==> config.mk <==
export PLATFORM = sky130hd
export DESIGN_NAME = ps2_host_tx
export DESIGN_NICKNAME = d
export VERILOG_FILES = /design/src/rtl/ps2_pkg.sv /design/src/rtl/ps2_line_filter.sv /design/src/rtl/ps2_host_tx.sv
export SDC_FILE = /design/constraint.sdc
export NUM_CORES = 1
export LEC_CHECK = 0
export ABC_AREA = 1
export CORE_AREA = 5 5 89 91
export DETAILED_ROUTE_END_ITERATION = 16
export DIE_AREA = 0 0 94 96
export GPL_TIMING_DRIVEN = 0
export PLACE_DENSITY = 0.83
export SKIP_LAST_GASP = 1
export SLEW_MARGIN = 20
export SYNTH_ARGS = -nofsm -noshare
export SYNTH_HDL_FRONTEND = slang
export SYNTH_SLANG_ARGS = --single-unit
==> constraint.sdc <==
create_clock -name clk -period 4.21 [get_ports clk]
set_input_delay 0.842 -clock clk [delete_from_list [all_inputs] [get_ports clk]]
set_output_delay 0.842 -clock clk [all_outputs]
set_load 0.005 [all_outputs]
==> src/rtl/ps2_pkg.sv <==
// Shared PS/2 definitions: transmitter state encoding, common command and
// response bytes, and the host-to-device frame builder.
package ps2_pkg;

    typedef enum logic [2:0] {
        IDLE,
        INHIBIT,
        START,
        SEND,
        ACK,
        RELEASE
    } ps2_state_t;

    localparam logic [7:0] PS2_CMD_SET_LEDS = 8'hED;
    localparam logic [7:0] PS2_CMD_RESET    = 8'hFF;
    localparam logic [7:0] PS2_CMD_ECHO     = 8'hEE;
    localparam logic [7:0] PS2_RESP_ACK     = 8'hFA;
    localparam logic [7:0] PS2_RESP_RESEND  = 8'hFE;

    // Index of the stop bit in the host-to-device shift frame.
    localparam logic [3:0] PS2_LAST_BIT = 4'd9;

    // {stop, odd parity, data}; bit 0 goes on the wire first.
    function automatic logic [9:0] ps2_frame(input logic [7:0] b);
        return {1'b1, ~^b, b};
    endfunction

endpackage

==> src/rtl/ps2_line_filter.sv <==
// PS/2 line conditioner: two-flop synchronizer, a glitch filter that only
// follows the input after FILTER_CYCLES consecutive differing samples, and a
// one-cycle strobe on each filtered high-to-low transition.
// Idle PS/2 lines are high, so everything resets to 1.
module ps2_line_filter #(
    parameter int FILTER_CYCLES = 19
) (
    input  logic clk,
    input  logic reset,
    input  logic raw,
    output logic filtered,
    output logic fall
);

    localparam int CW = $clog2(FILTER_CYCLES + 1);

    logic          sync_a;
    logic          sync_b;
    logic [CW-1:0] cnt;

    // Bring the asynchronous pin into the clk domain.
    always_ff @(posedge clk) begin
        if (reset) begin
            sync_a <= 1'b1;
            sync_b <= 1'b1;
        end else begin
            sync_a <= raw;
            sync_b <= sync_a;
        end
    end

    // Accept a new level only after it has held for FILTER_CYCLES samples.
    always_ff @(posedge clk) begin
        if (reset) begin
            filtered <= 1'b1;
            cnt      <= '0;
            fall     <= 1'b0;
        end else begin
            fall <= 1'b0;
            if (sync_b == filtered) begin
                cnt <= '0;
            end else if (cnt == CW'(FILTER_CYCLES - 1)) begin
                filtered <= sync_b;
                cnt      <= '0;
                fall     <= filtered;
            end else begin
                cnt <= cnt + 1'b1;
            end
        end
    end

endmodule

==> src/rtl/ps2_host_tx.sv <==
// PS/2 host-to-device transmitter. Sends one command byte to the device over
// open-drain kclk/kdata (an _oe of 1 pulls the pin low), checks the device ACK
// and reports done, ack_err or timeout_err as single-cycle pulses.
// Optional build macro PS2_TX_RETRY_EN: a NACKed byte is resent up to
// MAX_RETRIES times before ack_err is reported.
module ps2_host_tx
    import ps2_pkg::*;
#(
    parameter int INHIBIT_CYCLES = 12000,
    parameter int TIMEOUT_CYCLES = 1500000,
    parameter int FILTER_CYCLES  = 19,
    parameter int MAX_RETRIES    = 2
) (
    input  logic       clk,
    input  logic       reset,
    input  logic [7:0] tx_data,
    input  logic       tx_valid,
    output logic       tx_ready,
    input  logic       kclk_in,
    input  logic       kdata_in,
    output logic       kclk_oe,
    output logic       kdata_oe,
    output logic       busy,
    output logic       done,
    output logic       ack_err,
    output logic       timeout_err
);

    localparam int IW = $clog2(INHIBIT_CYCLES + 1);
    localparam int TW = $clog2(TIMEOUT_CYCLES + 1);

    ps2_state_t state;
    ps2_state_t state_d;

    logic          kclk_filt;
    logic          kclk_fall;
    logic          kdata_filt;
    logic          kdata_fall_unused;  // data edges are not needed here

    logic [7:0]    data_q;
    logic [9:0]    shift_q;
    logic [3:0]    bit_cnt;
    logic [IW-1:0] inh_cnt;
    logic [TW-1:0] to_cnt;
    logic          ack_ok;

    logic          accept;
    logic          timed_out;
    logic          retry_allowed;
    logic          enter_inhibit;
    logic          done_d;
    logic          ack_err_d;
    logic          timeout_err_d;

    ps2_line_filter #(.FILTER_CYCLES(FILTER_CYCLES)) u_kclk_filter (
        .clk      (clk),
        .reset    (reset),
        .raw      (kclk_in),
        .filtered (kclk_filt),
        .fall     (kclk_fall)
    );

    ps2_line_filter #(.FILTER_CYCLES(FILTER_CYCLES)) u_kdata_filter (
        .clk      (clk),
        .reset    (reset),
        .raw      (kdata_in),
        .filtered (kdata_filt),
        .fall     (kdata_fall_unused)
    );

    assign tx_ready      = (state == IDLE) && kclk_filt && !reset;
    assign accept        = tx_valid && tx_ready;
    assign busy          = (state != IDLE);
    // A device clock edge in the same cycle as expiry wins over the timeout.
    assign timed_out     = (to_cnt == TW'(TIMEOUT_CYCLES - 1)) && !kclk_fall;
    assign enter_inhibit = (state_d == INHIBIT) && (state != INHIBIT);

`ifdef PS2_TX_RETRY_EN
    localparam int RW = $clog2(MAX_RETRIES + 2);

    logic [RW-1:0] retry_cnt;

    assign retry_allowed = (retry_cnt < RW'(MAX_RETRIES));

    // Count resends of the current byte; a fresh byte starts from zero.
    always_ff @(posedge clk) begin
        if (reset) begin
            retry_cnt <= '0;
        end else if (accept) begin
            retry_cnt <= '0;
        end else if (state == RELEASE && state_d == INHIBIT) begin
            retry_cnt <= retry_cnt + 1'b1;
        end
    end
`else
    // Never true: a NACK always ends the transfer in this build.
    assign retry_allowed = (MAX_RETRIES < 0);
`endif

    // State register.
    always_ff @(posedge clk) begin
        if (reset) begin
            state <= IDLE;
        end else begin
            state <= state_d;
        end
    end

    // Next state, line drive and completion events.
    always_comb begin
        state_d       = state;
        kclk_oe       = 1'b0;
        kdata_oe      = 1'b0;
        done_d        = 1'b0;
        ack_err_d     = 1'b0;
        timeout_err_d = 1'b0;
        case (state)
            IDLE: begin
                if (accept) begin
                    state_d = INHIBIT;
                end
            end
            INHIBIT: begin
                kclk_oe  = 1'b1;
                kdata_oe = (inh_cnt == '0);
                if (inh_cnt == '0) begin
                    state_d = START;
                end
            end
            START: begin
                kdata_oe = 1'b1;
                if (kclk_fall) begin
                    state_d = SEND;
                end else if (timed_out) begin
                    state_d       = IDLE;
                    timeout_err_d = 1'b1;
                end
            end
            SEND: begin
                kdata_oe = ~shift_q[0];
                if (kclk_fall) begin
                    if (bit_cnt == PS2_LAST_BIT) begin
                        state_d = ACK;
                    end
                end else if (timed_out) begin
                    state_d       = IDLE;
                    timeout_err_d = 1'b1;
                end
            end
            ACK: begin
                if (kclk_fall) begin
                    state_d = RELEASE;
                end else if (timed_out) begin
                    state_d       = IDLE;
                    timeout_err_d = 1'b1;
                end
            end
            RELEASE: begin
                if (kclk_filt && kdata_filt) begin
                    if (ack_ok) begin
                        state_d = IDLE;
                        done_d  = 1'b1;
                    end else if (retry_allowed) begin
                        state_d = INHIBIT;
                    end else begin
                        state_d   = IDLE;
                        ack_err_d = 1'b1;
                    end
                end else if (timed_out) begin
                    state_d       = IDLE;
                    timeout_err_d = 1'b1;
                end
            end
            default: begin
                state_d = IDLE;
            end
        endcase
    end

    // Frame datapath: byte latch, shift frame, bit/inhibit/timeout counters.
    always_ff @(posedge clk) begin
        if (reset) begin
            data_q  <= '0;
            shift_q <= '0;
            bit_cnt <= '0;
            inh_cnt <= '0;
            to_cnt  <= '0;
            ack_ok  <= 1'b0;
        end else begin
            if (accept) begin
                data_q <= tx_data;
            end

            if (enter_inhibit) begin
                inh_cnt <= IW'(INHIBIT_CYCLES - 1);
                shift_q <= ps2_frame(accept ? tx_data : data_q);
            end else if (state == INHIBIT && inh_cnt != '0) begin
                inh_cnt <= inh_cnt - 1'b1;
            end

            if (state == START) begin
                bit_cnt <= '0;
            end else if (state == SEND && kclk_fall && bit_cnt != PS2_LAST_BIT) begin
                bit_cnt <= bit_cnt + 1'b1;
                shift_q <= {1'b1, shift_q[9:1]};
            end

            // Measures time since clock release or the latest device edge.
            if (state == IDLE || state == INHIBIT || kclk_fall) begin
                to_cnt <= '0;
            end else begin
                to_cnt <= to_cnt + 1'b1;
            end

            if (state == ACK && kclk_fall) begin
                ack_ok <= !kdata_filt;
            end
        end
    end

    // Registered completion pulses, aligned with the return to IDLE.
    always_ff @(posedge clk) begin
        if (reset) begin
            done        <= 1'b0;
            ack_err     <= 1'b0;
            timeout_err <= 1'b0;
        end else begin
            done        <= done_d;
            ack_err     <= ack_err_d;
            timeout_err <= timeout_err_d;
        end
    end

endmodule

==> impl_results.md <==
* DRC viols at 0
* Initial antenna violation count at 0
* Starting Density at 0.577
* DR vias at roughly 3700
* Post-cts resize count at 0
* Vias in the first global route at roughly 3400
* Worst-path maximum fanout at 5
* Layout cells sized above 1 at 0.105
* CP Launch Point: inh_cnt[0]
* CTS sink count at between 80 and 90
* Area Growth Syn to Fin at 13.2%
* GRT Residual Overflow at 0
* Clk_skew at approximately 0.011 ns
* Final hold vios at 0
* RSZ-0062 raised after global routing: false
* Kind of critical path: flip-flop to output pin
* Max-slew violations at 0
* Row cnt at 31
* Final setup vio count at 0
* Die Ht at 96 um
* FF-to-FF path depth at 9
* Area leader, netlist: dfxtp_1
* Hold Crit Class: flip-flop to flip-flop
* EDFF count, synth at 0
* Cell area after synthesis at approximately 4000 um^2
* Die width at about 94 um
* Post-synth ARST share at 0
* Cts bufs inserted at 9
* Count leader, synth: nand2_1
* Max Clock Freq at 291 MHz
* Post-DP HPWL at 6230 um
* First-pass DRT Iterations at 5
* Lkg Pwr at 1.93 nW
* Diodes inserted at 0
* Placer Congestion at between 0.8 and 0.9
* Max-slew headroom at 0.474
* Yosys cell types at 40
* Largest net degree at the start of global routing at 16
* Worst Path Arrival at roughly 2.6 ns
* Detailed Route WL at around 8300 um
* Fin crit share at 0.817
* CP required at 3.37 ns
* HP Start: ack_ok
* Total power divided by cell area at 368 nW/um^2
* RR Startpoint: to_cnt[0]
* Final hold slack at approximately 0.42 ns
* Synthesized Nets at between 500 and 600
* H-tree depth at 3
* Antenna Nets Post-Route at 0
* CTS clock-pin slew for the worst setup and hold paths at roughly 0.090 ns
* Post-synth top cells: 122 x nand2_1, 81 x dfxtp_1, 79 x inv_1
* Crit. End Element: output pin
* Reg2reg setup slack at 2.11 ns
* Hold Path Depth at 1
* Fin crit period at about 3.4 ns
* Worst Hold End: ack_err
* Mean post-synth cell area at between 7 and 8 um^2
* Critical Path Start Type: flip-flop
* IO Pins at 20
* Skew-Pair Late Insertion Delay at approximately 0.35 ns
* Area share of the largest cell type after synthesis at 0.398
* DR iter-0 viols at ~200
* Die Area at 9020 um^2
* Port buffer count at 19
* Ranking of synthesized cells by area: dfxtp_1 40%, nand2_1 11%, inv_1 7.3%, nor2_1 6.2%, nand3_1 3.8%
* CTS root buf: clkbuf_8
* First-pass GRT wire length at 14600 um
* Final #Nets at around 630
* Hold-fix buffers, CTS at 0
* #FFs+latches synth at roughly 80
* Wire length per cell at between 10 and 15 um
* Maxcap violations at 0
* Worst vdd ir at between 0.2 and 0.25 mV
* Core area at slightly above 7000 um^2
* Post-CTS setup buffers at 0
* Outcome: finished clean
* Register area share after synthesis at 0.398
* Leading register cell type out of synthesis: dfxtp_1
* Yosys warning count at 0
* Setup TNS at 0 ns
* RR Endpoint: to_cnt[14]
* CTS tree: done
* Slew @ Worst Pin at between 0.7 and 0.8 ns
* CTS max path bufs at 2
* Drt via density at just over 5
* GRT Util Overall at 0.201
* Post-Synthesis Cells at ~580
[power breakdown]
part / internal (mW) / total (mW) / switching, mW
clock network: 0.340 / 0.641 / 0.301
logic: 0.0946 / 0.241 / 0.146
registers: 0.795 / 0.817 / 0.0224
total: 1.23 / 1.70 / 0.469
[kinds of logic after synthesis]
| logic type | synth area share |
|---|---|
| DFF | 0.398 |
| xor gates and xnor gates | 0.0258 |
| adders and majority gates | 0.0246 |
| buffers and inverters | 0.102 |
| and+or+nand+nor | 0.339 |
| AOI/OAI and AO/OA | 0.110 |
[worst max-delay path by stage]
| stage | slack, ns | endpoint | cells after the start |
|---|---|---|---|
| 2_1_floorplan | 1.99 | kdata_oe | 6 |
| 3_3_place_gp | 0.85 | tx_ready | 6 |
| 3_5_place_dp | 0.84 | tx_ready | 6 |
| 4_1_cts | 0.76 | kdata_oe | 7 |
| 5_1_grt | 0.50 | kdata_oe | 7 |
| 6_report | 0.77 | kdata_oe | 7 |
[routing by layer]
layer,wire [um],vias to the layer above,track usage
li1,-,1912,-
met4,117,0,0.0614
met2,4070,85,0.352
met5,0,-,0
met3,365,13,0.0493
met1,3750,1669,0.245
[cell usage in the layout, fill, tap and decap left out, drive strengths merged, types with 4 or more instances in the layout]
master	instances
nor3	18
nand2	129
o21a	4
nor3b	4
inv	91
a21oi	26
nor2	77
clkbuf	13
clkdlybuf4s50	19
o211ai	6
or2	7
nand4	12
buf	10
ha	8
a211oi	4
dfxtp	81
a31oi	4
nor4	7
nand3	33
o21ai	33
nand3b	4
xor2	10
[layout make-up]
cell class | count | area [um^2]
buffer | 14 | 82.6
inverter | 89 | 334
sequential | 81 | 1620
multi-input combinational | 391 | 2040
clock inverter | 7 | 101
tap | 99 | 124
timing repair buffer | 19 | 190
fill | 605 | 2440
clock buffer | 9 | 124
[critical path: stages, from the launching register on]
cell and delay, ns:
dfxtp_1 0.35, inv_1 0.16, ha_1 0.24, nand2_1 0.11
nor4_1 0.43, nand4_1 0.22, o211ai_1 0.18, clkdlybuf4s50_1 0.55
[state kept, by name, summed over array words and instances (netlist names), 3 cells and up]
name and flops:
bit_cnt 4, data_q 8, inh_cnt 14, shift_q 10, state 3, to_cnt 21, u_kclk_filter.cnt 5, u_kdata_filter.cnt 5
[metrics by stage]
stage	setup slack, ns	instance area [um^2]	std cells	power (mW)	utilization
after CTS	0.759	4620	709	1.71	0.654
after detailed placement	0.842	4390	693	1.07	0.622
final	0.769	4620	709	1.70	0.654
after global placement	0.852	4390	693	1.07	0.622
after floorplan	1.99	4080	575	1.01	-
after global routing	0.503	4620	709	1.79	0.654
Note: power is estimated with default switching activity, not from simulation.
